`src/rtl/sram_port_arbiter_if.sv`:
```
// Requester and SRAM-side bus bundle for sram_port_arbiter.
// The arbiter connects through the slave modport; requesters and the SRAM macro drive the master side.
interface sram_port_arbiter_if #(
    parameter int ADDR_W = 9,
    parameter int DATA_W = 32
);
    logic                  if_req;
    logic [ADDR_W-1:0]     if_addr;
    logic                  if_gnt;
    logic                  if_rvalid;

    logic                  dm_req;
    logic                  dm_we;
    logic [ADDR_W-1:0]     dm_addr;
    logic [DATA_W-1:0]     dm_wdata;
    logic [DATA_W/8-1:0]   dm_wmask;
    logic                  dm_gnt;
    logic                  dm_rvalid;

    logic                  wb_req;
    logic                  wb_we;
    logic [ADDR_W-1:0]     wb_addr;
    logic [DATA_W-1:0]     wb_wdata;
    logic [DATA_W/8-1:0]   wb_wmask;
    logic                  wb_gnt;
    logic                  wb_rvalid;

    logic [DATA_W-1:0]     rdata;

    logic                  sram_csb;
    logic                  sram_web;
    logic [DATA_W/8-1:0]   sram_wmask;
    logic [ADDR_W-1:0]     sram_addr;
    logic [DATA_W-1:0]     sram_din;
    logic [DATA_W-1:0]     sram_dout;

    modport slave (
        input  if_req, if_addr,
        input  dm_req, dm_we, dm_addr, dm_wdata, dm_wmask,
        input  wb_req, wb_we, wb_addr, wb_wdata, wb_wmask,
        input  sram_dout,
        output if_gnt, if_rvalid, dm_gnt, dm_rvalid, wb_gnt, wb_rvalid, rdata,
        output sram_csb, sram_web, sram_wmask, sram_addr, sram_din
    );

    modport master (
        output if_req, if_addr,
        output dm_req, dm_we, dm_addr, dm_wdata, dm_wmask,
        output wb_req, wb_we, wb_addr, wb_wdata, wb_wmask,
        output sram_dout,
        input  if_gnt, if_rvalid, dm_gnt, dm_rvalid, wb_gnt, wb_rvalid, rdata,
        input  sram_csb, sram_web, sram_wmask, sram_addr, sram_din
    );
endinterface

```
`src/rtl/sram_port_arbiter.sv`:
```
// Round-robin arbiter sharing one 1-cycle-latency SRAM between core0 IF, core0 DM and the Wishbone loader.
// Optional performance counters are built when SRAM_ARB_PERF_EN is defined; otherwise the perf ports read 0.
module sram_port_arbiter #(
    parameter int ADDR_W = 9,
    parameter int DATA_W = 32
) (
    input  logic                wb_clk_i,
    input  logic                wb_rst_i,
    sram_port_arbiter_if.slave  bus,
    output logic [31:0]         perf_if_cnt,
    output logic [31:0]         perf_dm_cnt,
    output logic [31:0]         perf_wb_cnt,
    output logic [31:0]         perf_conflict_cnt
);
    localparam int                 MASK_W    = DATA_W / 8;
    localparam logic [ADDR_W-1:0]  IDLE_ADDR = '0;
    localparam logic [MASK_W-1:0]  NO_MASK   = '0;

    typedef enum logic [1:0] {
        PTR_IF = 2'd0,
        PTR_DM = 2'd1,
        PTR_WB = 2'd2
    } ptr_t;

    ptr_t       rr_ptr;
    ptr_t       rr_ptr_next;
    logic [2:0] req;        // {wb, dm, if}
    logic [2:0] gnt;
    logic [2:0] rd_gnt;
    logic [2:0] rvalid_q;

    // Requests are masked during reset so no grant or SRAM command can escape
    assign req = wb_rst_i ? '0 : {bus.wb_req, bus.dm_req, bus.if_req};

    always_ff @(posedge wb_clk_i) begin
        if (wb_rst_i) begin
            rr_ptr <= PTR_IF;
        end else begin
            rr_ptr <= rr_ptr_next;
        end
    end

    always_comb begin
        gnt         = '0;
        rr_ptr_next = rr_ptr;
        case (rr_ptr)
            PTR_IF: begin
                if      (req[0]) gnt = 3'b001;
                else if (req[1]) gnt = 3'b010;
                else if (req[2]) gnt = 3'b100;
            end
            PTR_DM: begin
                if      (req[1]) gnt = 3'b010;
                else if (req[2]) gnt = 3'b100;
                else if (req[0]) gnt = 3'b001;
            end
            PTR_WB: begin
                if      (req[2]) gnt = 3'b100;
                else if (req[0]) gnt = 3'b001;
                else if (req[1]) gnt = 3'b010;
            end
            default: gnt = '0;
        endcase
        if      (gnt[0]) rr_ptr_next = PTR_DM;
        else if (gnt[1]) rr_ptr_next = PTR_WB;
        else if (gnt[2]) rr_ptr_next = PTR_IF;
    end

    always_comb begin
        bus.sram_csb   = 1'b1;
        bus.sram_web   = 1'b1;
        bus.sram_addr  = IDLE_ADDR;
        bus.sram_din   = '0;
        bus.sram_wmask = NO_MASK;
        if (gnt[0]) begin
            bus.sram_csb   = 1'b0;
            bus.sram_addr  = bus.if_addr;
        end else if (gnt[1]) begin
            bus.sram_csb   = 1'b0;
            bus.sram_web   = ~bus.dm_we;
            bus.sram_addr  = bus.dm_addr;
            bus.sram_din   = bus.dm_wdata;
            bus.sram_wmask = bus.dm_wmask;
        end else if (gnt[2]) begin
            bus.sram_csb   = 1'b0;
            bus.sram_web   = ~bus.wb_we;
            bus.sram_addr  = bus.wb_addr;
            bus.sram_din   = bus.wb_wdata;
            bus.sram_wmask = bus.wb_wmask;
        end
    end

    assign bus.if_gnt = gnt[0];
    assign bus.dm_gnt = gnt[1];
    assign bus.wb_gnt = gnt[2];

    // Only reads earn a response slot; IF never writes
    assign rd_gnt = gnt & {~bus.wb_we, ~bus.dm_we, 1'b1};

    always_ff @(posedge wb_clk_i) begin
        if (wb_rst_i) begin
            rvalid_q <= '0;
        end else begin
            rvalid_q <= rd_gnt;
        end
    end

    assign bus.if_rvalid = rvalid_q[0];
    assign bus.dm_rvalid = rvalid_q[1];
    assign bus.wb_rvalid = rvalid_q[2];
    assign bus.rdata     = (|rvalid_q) ? bus.sram_dout : '0;

`ifdef SRAM_ARB_PERF_EN
    logic [31:0] if_cnt;
    logic [31:0] dm_cnt;
    logic [31:0] wb_cnt;
    logic [31:0] conflict_cnt;
    logic        conflict;

    assign conflict = (req[0] & req[1]) | (req[0] & req[2]) | (req[1] & req[2]);

    always_ff @(posedge wb_clk_i) begin
        if (wb_rst_i) begin
            if_cnt       <= '0;
            dm_cnt       <= '0;
            wb_cnt       <= '0;
            conflict_cnt <= '0;
        end else begin
            if (gnt[0])   if_cnt       <= if_cnt + 32'd1;
            if (gnt[1])   dm_cnt       <= dm_cnt + 32'd1;
            if (gnt[2])   wb_cnt       <= wb_cnt + 32'd1;
            if (conflict) conflict_cnt <= conflict_cnt + 32'd1;
        end
    end

    assign perf_if_cnt       = if_cnt;
    assign perf_dm_cnt       = dm_cnt;
    assign perf_wb_cnt       = wb_cnt;
    assign perf_conflict_cnt = conflict_cnt;
`else
    assign perf_if_cnt       = '0;
    assign perf_dm_cnt       = '0;
    assign perf_wb_cnt       = '0;
    assign perf_conflict_cnt = '0;
`endif

endmodule
```
`src/flat_wrapper.sv`:
```
// flat-port wrapper written by rule: the top's interface ports become plain ports
module sram_port_arbiter_flat 
#(
    parameter int ADDR_W = 9,
    parameter int DATA_W = 32
)
  (wb_clk_i, wb_rst_i, perf_if_cnt, perf_dm_cnt, perf_wb_cnt, perf_conflict_cnt, bus_if_req, bus_if_addr, bus_dm_req, bus_dm_we, bus_dm_addr, bus_dm_wdata, bus_dm_wmask, bus_wb_req, bus_wb_we, bus_wb_addr, bus_wb_wdata, bus_wb_wmask, bus_sram_dout, bus_if_gnt, bus_if_rvalid, bus_dm_gnt, bus_dm_rvalid, bus_wb_gnt, bus_wb_rvalid, bus_rdata, bus_sram_csb, bus_sram_web, bus_sram_wmask, bus_sram_addr, bus_sram_din);
  sram_port_arbiter_if #(.ADDR_W(ADDR_W), .DATA_W(DATA_W)) bus_i ();
  input  logic wb_clk_i;
  input  logic wb_rst_i;
  output logic [31:0] perf_if_cnt;
  output logic [31:0] perf_dm_cnt;
  output logic [31:0] perf_wb_cnt;
  output logic [31:0] perf_conflict_cnt;
  input wire logic [$bits(bus_i.if_req)-1:0] bus_if_req;
  input wire logic [$bits(bus_i.if_addr)-1:0] bus_if_addr;
  input wire logic [$bits(bus_i.dm_req)-1:0] bus_dm_req;
  input wire logic [$bits(bus_i.dm_we)-1:0] bus_dm_we;
  input wire logic [$bits(bus_i.dm_addr)-1:0] bus_dm_addr;
  input wire logic [$bits(bus_i.dm_wdata)-1:0] bus_dm_wdata;
  input wire logic [$bits(bus_i.dm_wmask)-1:0] bus_dm_wmask;
  input wire logic [$bits(bus_i.wb_req)-1:0] bus_wb_req;
  input wire logic [$bits(bus_i.wb_we)-1:0] bus_wb_we;
  input wire logic [$bits(bus_i.wb_addr)-1:0] bus_wb_addr;
  input wire logic [$bits(bus_i.wb_wdata)-1:0] bus_wb_wdata;
  input wire logic [$bits(bus_i.wb_wmask)-1:0] bus_wb_wmask;
  input wire logic [$bits(bus_i.sram_dout)-1:0] bus_sram_dout;
  output wire logic [$bits(bus_i.if_gnt)-1:0] bus_if_gnt;
  output wire logic [$bits(bus_i.if_rvalid)-1:0] bus_if_rvalid;
  output wire logic [$bits(bus_i.dm_gnt)-1:0] bus_dm_gnt;
  output wire logic [$bits(bus_i.dm_rvalid)-1:0] bus_dm_rvalid;
  output wire logic [$bits(bus_i.wb_gnt)-1:0] bus_wb_gnt;
  output wire logic [$bits(bus_i.wb_rvalid)-1:0] bus_wb_rvalid;
  output wire logic [$bits(bus_i.rdata)-1:0] bus_rdata;
  output wire logic [$bits(bus_i.sram_csb)-1:0] bus_sram_csb;
  output wire logic [$bits(bus_i.sram_web)-1:0] bus_sram_web;
  output wire logic [$bits(bus_i.sram_wmask)-1:0] bus_sram_wmask;
  output wire logic [$bits(bus_i.sram_addr)-1:0] bus_sram_addr;
  output wire logic [$bits(bus_i.sram_din)-1:0] bus_sram_din;
  assign bus_i.if_req = bus_if_req;
  assign bus_i.if_addr = bus_if_addr;
  assign bus_i.dm_req = bus_dm_req;
  assign bus_i.dm_we = bus_dm_we;
  assign bus_i.dm_addr = bus_dm_addr;
  assign bus_i.dm_wdata = bus_dm_wdata;
  assign bus_i.dm_wmask = bus_dm_wmask;
  assign bus_i.wb_req = bus_wb_req;
  assign bus_i.wb_we = bus_wb_we;
  assign bus_i.wb_addr = bus_wb_addr;
  assign bus_i.wb_wdata = bus_wb_wdata;
  assign bus_i.wb_wmask = bus_wb_wmask;
  assign bus_i.sram_dout = bus_sram_dout;
  assign bus_if_gnt = bus_i.if_gnt;
  assign bus_if_rvalid = bus_i.if_rvalid;
  assign bus_dm_gnt = bus_i.dm_gnt;
  assign bus_dm_rvalid = bus_i.dm_rvalid;
  assign bus_wb_gnt = bus_i.wb_gnt;
  assign bus_wb_rvalid = bus_i.wb_rvalid;
  assign bus_rdata = bus_i.rdata;
  assign bus_sram_csb = bus_i.sram_csb;
  assign bus_sram_web = bus_i.sram_web;
  assign bus_sram_wmask = bus_i.sram_wmask;
  assign bus_sram_addr = bus_i.sram_addr;
  assign bus_sram_din = bus_i.sram_din;
  sram_port_arbiter #(.ADDR_W(ADDR_W), .DATA_W(DATA_W)) u_core (.wb_clk_i(wb_clk_i), .wb_rst_i(wb_rst_i), .bus(bus_i), .perf_if_cnt(perf_if_cnt), .perf_dm_cnt(perf_dm_cnt), .perf_wb_cnt(perf_wb_cnt), .perf_conflict_cnt(perf_conflict_cnt));
endmodule
```
`config.mk`:
```
export PLATFORM = sky130hd
export DESIGN_NAME = sram_port_arbiter_flat
export DESIGN_NICKNAME = d
export VERILOG_FILES = /design/src/rtl/sram_port_arbiter_if.sv /design/src/rtl/sram_port_arbiter.sv /design/src/flat_wrapper.sv
export SDC_FILE = /design/constraint.sdc
export NUM_CORES = 1
export LEC_CHECK = 0
export CAP_MARGIN = 5
export CORE_AREA = 2 2 135 137
export DETAILED_ROUTE_END_ITERATION = 8
export DIE_AREA = 0 0 137 139
export HOLD_SLACK_MARGIN = 0.1
export PLACE_DENSITY = 0.5
export SETUP_SLACK_MARGIN = 0.2
export SYNTH_ARGS = -nofsm -noshare
export SYNTH_HDL_FRONTEND = slang
export SYNTH_SLANG_ARGS = --single-unit
export TNS_END_PERCENT = 30
```
`constraint.sdc`:
```
create_clock -name wb_clk_i -period 2.1 [get_ports wb_clk_i]
set_clock_uncertainty 0.05 [all_clocks]
set_input_delay 0.42 -clock wb_clk_i [delete_from_list [all_inputs] [get_ports wb_clk_i]]
set_output_delay 0.42 -clock wb_clk_i [all_outputs]
set_load 0.01 [all_outputs]
```
==> impl_metrics.csv <==
group,metric,value,unit
outcome,outcome,"complete, but fails checks",
outcome,violations,"negative setup slack",
routing,drc,0,
sta,min_period,2.23,ns
floorplanning,start_util,11.3,%
yosys,netlist_instances,257,
worst_setup_path,crit_fanout,5,
pwr,p_sw_share,34.7,%
yosys,ys_ff_latch,5,
worst_setup_path,required,1.63,ns
cts,insertion_delay,0.22,ns
cts,cts_buffer_depth,2,
routing,postRouteAntennaNets,0,
yosys,avgSynthCellArea,7.78,um2
placement,portBuffers,222,
global_routing,grtUsageTotal,8.86,%
cts,cts_made_buffers,3,
worst_setup_path,critPathArrivalTime,1.76,ns
yosys,synth_ff_type,"dfxtp_1",
yosys,synth_top_area_cell,"buf_4",
pwr,combinationalPowerShare,68.2,%
floorplanning,rows,49,
global_routing,antenna_found_initial,0,
pwr,power_leakage,2.09,nW
worst_setup_path,cp-start-kind,"flop",
pwr,pwr-share-seq,8.5,%
pwr,ir_worst_vdd,210,uV
yosys,synth.area.top_cells,"buf_4 (50%), a22o_1 (16%), nor2b_1 (11%)",
min_path,hp-class,"primary input to flop",
routing,via_per_inst,3.20,
cts,root_buffer,"clkbuf_16",
routing,wl_per_cell,12.7,um
sta,fin_ws,-0.131,ns
final_layout,drive_gt1_share,20.9,%
sta,rsz0062_at_grt,"true",
final_layout,diodes,0,
yosys,synth_edf_count,0,
yosys,async_flop_share,0,%
sta,post-route-period-util,106,%
routing,vias,2344,
yosys,ys_types,24,
final_layout,syn2layout_area_growth,113,%
floorplanning,die_x,137,um
placement,gp_congestion,0.724,
cts,clk_pin_slew,0.03,ns
yosys,syn-cell-area,2000,um2
global_routing,grt_max_degree,33,
cts,htreeDepth,1,
floorplanning,core-area,17700,um2
worst_setup_path,reg2reg_slack,0.50,ns
global_routing,grt-ovfl-total,0,
sta,holdWs,0.475,ns
pwr,internal-power,0.000863,W
routing,routed_wl,9.31,mm
worst_setup_path,path_class,"flop to output port",
yosys,ys_warn_count,0,
routing,drt-initial-drc-count,47,
sta,hold_violations,0,
cts,cts_tree,"built",
sta,clock.fmax,448,MHz
cts,cts_sinks,5,
final_layout,finish.utilization,24.2,%
yosys,synth_most_common_cell,"buf_4",
sta,finalSetupViolations,44,
final_layout,final_nets,642,
floorplanning,dieArea,19000,um2
global_routing,grt_pass1_vias,2201,
placement,hpwl,7.54,mm
pwr,power.density,310,nW/um2
job,cap_violations,0,
sta,drv_slew,0,
yosys,synth_top_area_share,49.6,%
pwr,clkPwrFrac,23.2,%
routing,first_pass_iters,4,
yosys,yosysSeqAreaShare,5.01,%
floorplanning,dieHeight,139,um
yosys,synthTopCellsByCount,"buf_4 (132), a22o_1 (36), nor2b_1 (34), a221o_1 (9), and2_1 (8)",
worst_setup_path,critPathCaptureType,"output port",
global_routing,grt_first_pass_wirelength,12.9,mm
floorplanning,pin_count,351,
pwr,power_switching,0.000458,W
-- placed cells by master, fill, tap and decap left out, types with 3 or more instances in the layout --
master,n
buf_4,17
a221o_1,9
nor2b_1,32
clkdlybuf4s50_1,136
buf_12,4
clkdlybuf4s15_2,5
dfxtp_1,3
and2_1,8
buf_6,7
clkbuf_16,7
nor2_1,4
dlygate4sd2_1,31
conb_1,128
nor3_2,3
a22o_1,36
buf_2,47
buf_16,4
-- worst paths after layout --
check	from	endpoint	cells after the start
setup reg to reg	u_core.rr_ptr[0]	u_core.rr_ptr[0]	8
setup / recovery	u_core.rr_ptr[0]	bus_sram_addr[1]	8
hold / removal	wb_rst_i	u_core.rr_ptr[1]	2
hold reg to reg	u_core.rr_ptr[0]	u_core.rr_ptr[0]	2
-- metal layers --
| metal | part of all wire, % | wire length (um) | global-route usage, % | vias to the layer above |
|---|---|---|---|---|
| li1 | - | - | - | 1111 |
| met1 | 38 | 3570 | 10.6 | 1046 |
| met2 | 52 | 4830 | 16.2 | 183 |
| met3 | 8.9 | 833 | 1.97 | 4 |
| met4 | 0.75 | 70 | 1.36 | 0 |
| met5 | 0 | 0 | 0 | - |
-- through the flow --
| step | power (W) | std cells | instance area [um2] | TNS (ns) | worst slack (ns) |
|---|---|---|---|---|---|
| after global routing | 0.00141 | 732 | 4270 | -4.78 | -0.179 |
| after detailed placement | 0.00102 | 709 | 4070 | -36.63 | -0.802 |
| after floorplan | 0.000638 | 384 | 2480 | 0 | 0.323 |
| after CTS | 0.00131 | 728 | 4170 | -1.76 | -0.127 |
| after global placement | 0.00102 | 709 | 4070 | -36.05 | -0.798 |
| final | 0.00132 | 732 | 4270 | -2.23 | -0.131 |
-- power by group through the flow --
stage | clock [W] | combinational, W | sequential, W
after floorplan | 0 | 0.000528 | 0.000111
after global placement | 0 | 0.000913 | 0.000112
after detailed placement | 0 | 0.000905 | 0.000111
after CTS | 0.000311 | 0.000883 | 0.000112
after global routing | 0.000319 | 0.000978 | 0.000113
final | 0.000307 | 0.000902 | 0.000113
-- cell families (layout without fill, tap and decap cells) --
logic type | after synthesis | in the layout | share of synthesized area, %
other | 1 | 128 | 0.188
AOI/OAI and AO/OA | 51 | 51 | 22.3
and+or+nand+nor | 58 | 58 | 18.8
DFF | 5 | 5 | 5.01
buffers and inverters | 142 | 261 | 53.8
-- state kept, by name, summed over array words and instances (netlist names) --
name             flops
u_core.rr_ptr        2
u_core.rvalid_q      3
-- area by class of cell --
type	instances	area [um2]
fillers	1978	13400
repair buffers	257	2450
multi-input cells	237	1350
well taps	229	287
flip-flops and latches	5	108
clock buffers	4	78.8
-- timing repair --
action / CTS / global route
hold buffers: 0 / 0
pin swaps: 7 / 6
hold endpoints to repair: 0 / 0
setup endpoints to repair: 82 / 51
gates cloned: 4 / 3
buffers inserted: 11 / 1
resized for setup: 259 / 12
-- worst max-delay path, stage by stage (launching register included) --
cell	delay, ns
dfxtp_4	0.36
nand2b_4	0.15
a21oi_4	0.14
nor3b_4	0.06
buf_6	0.12
buf_12	0.13
clkbuf_16	0.14
a221o_1	0.29
buf_2	0.14
No activity file was read; power rests on OpenSTA's default activity.
==> edit 1: new RTL, config.mk and constraints unchanged <==
Change the localparam `NO_MASK` from '0 to 1.
--- a/src/rtl/sram_port_arbiter.sv
+++ b/src/rtl/sram_port_arbiter.sv
@@ -15,5 +15,5 @@
     localparam int                 MASK_W    = DATA_W / 8;
     localparam logic [ADDR_W-1:0]  IDLE_ADDR = '0;
-    localparam logic [MASK_W-1:0]  NO_MASK   = '0;
+    localparam logic [MASK_W-1:0]  NO_MASK   = 1;
 
     typedef enum logic [1:0] {
Function: changed (a bounded check fails within 4 cycles, from zero or initial values and one cycle with wb_rst_i high).
==> edit 1 against the unedited design <==
  * The run still ends with setup timing left
  * Non-clock buffer count rose by 1
  * Sequential cell count did not move
  * Wire length rose by 6.6%
  * Final cell count rose by 0.27%
  * Power rose by 2.8%
  * Sequential share of layout area fell by 0.060 points
  * Fmax fell by 1.2%
  * Design area rose by 2.4%
  * Die area did not move
  * Synthesized area fell by 0.13%
  * Via count rose by 0.38%
  * Worst setup slack got worse by 0.027 ns
  * Critical path type unchanged
  * Critical endpoint is now bus_sram_addr[3]
  * Largest power group unchanged
==> edit 1: results (changes against the unedited design) <==
Global routing
  • Vias in the first global route: 2213 (was 2201)
  • Global Route Usage Sum: 9.36% (was 8.86%)

Finish
  • # fillers: 1968 (was 1978)
  • Non-Filler Instances: 734 (was 732)
  • Fin area: 4370 um^2 (was 4270 um^2)
  • Nets: 644 (was 642)

Clocking
  • CTS resizes: 264 (was 259)
  • Post-CTS setup repair buffer count: 7 (was 11)

STA
  • Final Setup Violations: 44 (unchanged)
  • Post-route setup TNS: -2.62 ns (was -2.23 ns)
  • Final hold slack: 0.503 ns (was 0.475 ns)
  • Worst setup margin: -0.158 ns (was -0.131 ns)

Outcome
  • Status: finished with violations (unchanged)
  • Failing checks: setup timing (unchanged)

Pwr
  • Comb power: 0.000927 W (was 0.000902 W)
  • Power Total: 0.00136 W (was 0.00132 W)

Synth
  • Post-synth top cells: 129 x buf_4, 35 x a22o_1, 35 x nor2b_1 (was 132 x buf_4, 36 x a22o_1, 34 x nor2b_1)
  • Synth Area per Inst: 7.74 um^2 (was 7.78 um^2)
  • Largest cells by area after synthesis: buf_4 48%, a22o_1 15%, nor2b_1 11% (was buf_4 50%, a22o_1 16%, nor2b_1 11%)

Setup path
  • Register-to-register setup slack: 0.40 ns (was 0.50 ns)
  • Critical Path Fanout Max: 6 (was 5)
  • Capture point of the critical path: bus_sram_addr[3] (was bus_sram_addr[1])
  • Reg-to-reg critical path endpoint: u_core.rvalid_q[2]$_SDFF_PP0_ (was u_core.rr_ptr[0]$_SDFFE_PP0P_)

Worst hold path
  • Hold_sp: u_core.rr_ptr[0]$_SDFFE_PP0P_ (was wb_rst_i)

Route
  • Via count: 2353 (was 2344)
  • First-pass detailed-route iteration total: 3 (was 4)
edit 1: layer usage:
layer / GRT usage (%) / routed length, um / part of all wire [%] / up-vias
met4: 1.47 / 59 / 0.59 / 0
li1: - / - / - / 1117
met3: 2.30 / 1030 / 10 / 5
met5: 0 / 0 / 0 / -
met1: 10.1 / 3440 / 35 / 1037
met2: 18.3 / 5390 / 54 / 194
edit 1: tightest hold or removal path, stage by stage (launching register included):
cell and delay (ns):
dfxtp_4 0.36, nor2_1 0.11, nor3_1 0.04
edit 1: layout make-up:
type                    count  area share (%)
multi-input cells         237            31.2
repair buffers            258            57.9
well taps                 229            6.56
inverters                   1          0.0859
flip-flops and latches      5            2.46
clock buffers               4            1.80
edit 1: cell families after synthesis:
family | share of synthesized area, %
and+or+nand+nor | 19.1
other | 0.188
buffers and inverters | 53.6
AOI/OAI and AO/OA | 22.1
DFF | 5.01
==> edit 2: new RTL, config.mk and constraints unchanged <==
Made on the original files. Re-encode `ptr_t` (3 values) as one-hot, 3 bits wide.
--- a/src/rtl/sram_port_arbiter.sv
+++ b/src/rtl/sram_port_arbiter.sv
@@ -17,8 +17,8 @@
     localparam logic [MASK_W-1:0]  NO_MASK   = '0;
 
-    typedef enum logic [1:0] {
-        PTR_IF = 2'd0,
-        PTR_DM = 2'd1,
-        PTR_WB = 2'd2
+    typedef enum logic [2:0] {
+        PTR_IF = 3'b001,
+        PTR_DM = 3'b010,
+        PTR_WB = 3'b100
     } ptr_t;
 
Behaviour: same outputs for any inputs over 10 cycles, from zero or initial values and one cycle with wb_rst_i high; not proved beyond that.
==> edit 2 against the unedited design <==
  * First-iteration DRC count rose by 28%
  * The flow still finishes with violations (setup timing)
  * Synthesized cell count rose by 11%
  * Sequential cell count rose by 1
  * Wire length rose by 12%
  * Worst setup slack got worse by 0.21 ns
  * Fmax fell by 8.5%
  * Sequential share of layout area rose by 0.36 points
  * Synthesized area rose by 8.6%
  * Design area rose by 7.0%
  * Highest routed layer unchanged
Power is not compared: it rests on default switching activity, and its combinational part moved more than twofold at a synthesized area within 25%.
==> edit 2: results (changes against the unedited design) <==
Route
  • Iter 0 DRT Violations: 60 (was 47)
  • Routed vias/inst: 3.35 (was 3.20)
  • Routed met3 length: 980 um (was 833 um)
  • Post-Route M1 WL: 3670 um (was 3570 um)
  • DRT Wirelength: 10500 um (was 9310 um)
  • Metal2 WL: 5700 um (was 4830 um)

STA
  • Worst setup margin: -0.338 ns (was -0.131 ns)
  • Final Setup Violations: 49 (was 44)
  • Post-route setup TNS: -14.27 ns (was -2.23 ns)
  • Final hold slack: 0.660 ns (was 0.475 ns)

Synth
  • Largest cells by area after synthesis: buf_4 44%, a22o_1 15%, nor2b_1 10% (was buf_4 50%, a22o_1 16%, nor2b_1 11%)
  • Synth Area per Inst: 7.62 um^2 (was 7.78 um^2)
  • Post-synth top cells: 128 x buf_4, 36 x a22o_1, 35 x nor2b_1 (was 132 x buf_4, 36 x a22o_1, 34 x nor2b_1)
  • Synth cell types: 35 (was 24)
  • Seq/Total Area, Yosys: 5.53% (was 5.01%)

Worst hold path
  • Hold Path Depth: 3 (was 2)
  • Hold EP: u_core.rvalid_q[0]$_SDFF_PP0_ (was u_core.rr_ptr[1]$_SDFFE_PP0P_)
  • Worst Hold Class: flip-flop to flip-flop (was input port to flip-flop)

Finish
  • Non-Filler Instances: 769 (was 732)
  • Nets: 679 (was 642)
  • Layout cells sized above 1: 23.6% (was 20.9%)

Outcome
  • Failing checks: setup timing (unchanged)
  • Status: finished with violations (unchanged)

Global routing
  • Met3 GRT Util: 2.27% (was 1.97%)
  • Routing usage on met2: 20.0% (was 16.2%)
  • GR Layer Usage met1: 11.3% (was 10.6%)
  • Global Route Usage Sum: 10.4% (was 8.86%)
  • Vias in the first global route: 2569 (was 2201)
  • First-pass GRT wire length: 15200 um (was 12900 um)

Setup path
  • Critical Path Fanout Max: 6 (was 5)
  • Capture point of the critical path: bus_sram_addr[3] (was bus_sram_addr[1])
  • Reg-to-reg critical path endpoint: u_core.rr_ptr[2]$_SDFFE_PP0P_ (was u_core.rr_ptr[0]$_SDFFE_PP0P_)
  • Worst EP arrival: 1.97 ns (was 1.76 ns)
  • RR Startpoint: u_core.rr_ptr[1]$_SDFFE_PP0P_ (was u_core.rr_ptr[0]$_SDFFE_PP0P_)
  • Register-to-register setup slack: 0.32 ns (was 0.50 ns)

Clocking
  • # hold bufs at CTS: 0 (unchanged)

Pwr
  • Sequential Power Share: 8.5%

Placed design
  • Cell Area, Placed: 4370 um^2 (was 4070 um^2)
  • Gpl congestion: 0.718 (was 0.724)
  • Post-DP HPWL: 8340 um (was 7540 um)
  • Inst Count DP: 744 (was 709)
==> edit 2: logic make-up after synthesis <==
family          synth area share, %
buf+inv                        51.1
simple gates                   17.4
compound gates                 24.9
flops                          5.53
xor+xnor                      0.404
mux                           0.519
other cells                   0.173
==> edit 2: worst max-delay path: stages (launching register included) <==
cell and delay [ns]:
dfxtp_4 0.41, nor3b_4 0.25, a31oi_4 0.06, a2111oi_4 0.46, buf_4 0.21, buf_4 0.11, a221o_1 0.12, buf_2 0.12
==> edit 2: repair_timing <==
item / CTS / global route
gates cloned: 3 / 1
pin swaps: 36 / 6
setup endpoints to repair: 82 / 68
gates resized for setup: 268 / 23
setup buffers: 15 / 2
==> edit 2: final cells by class <==
class	instances	area (um^2)
Timing Repair Buffer	270	2500
Inverter	4	15.0
Antenna cell	1	2.50
Multi-Input combinational cell	256	1550
Sequential cell	6	131
Fill cell	1962	13100
Clock buffer	3	75.1
Tap cell	229	287
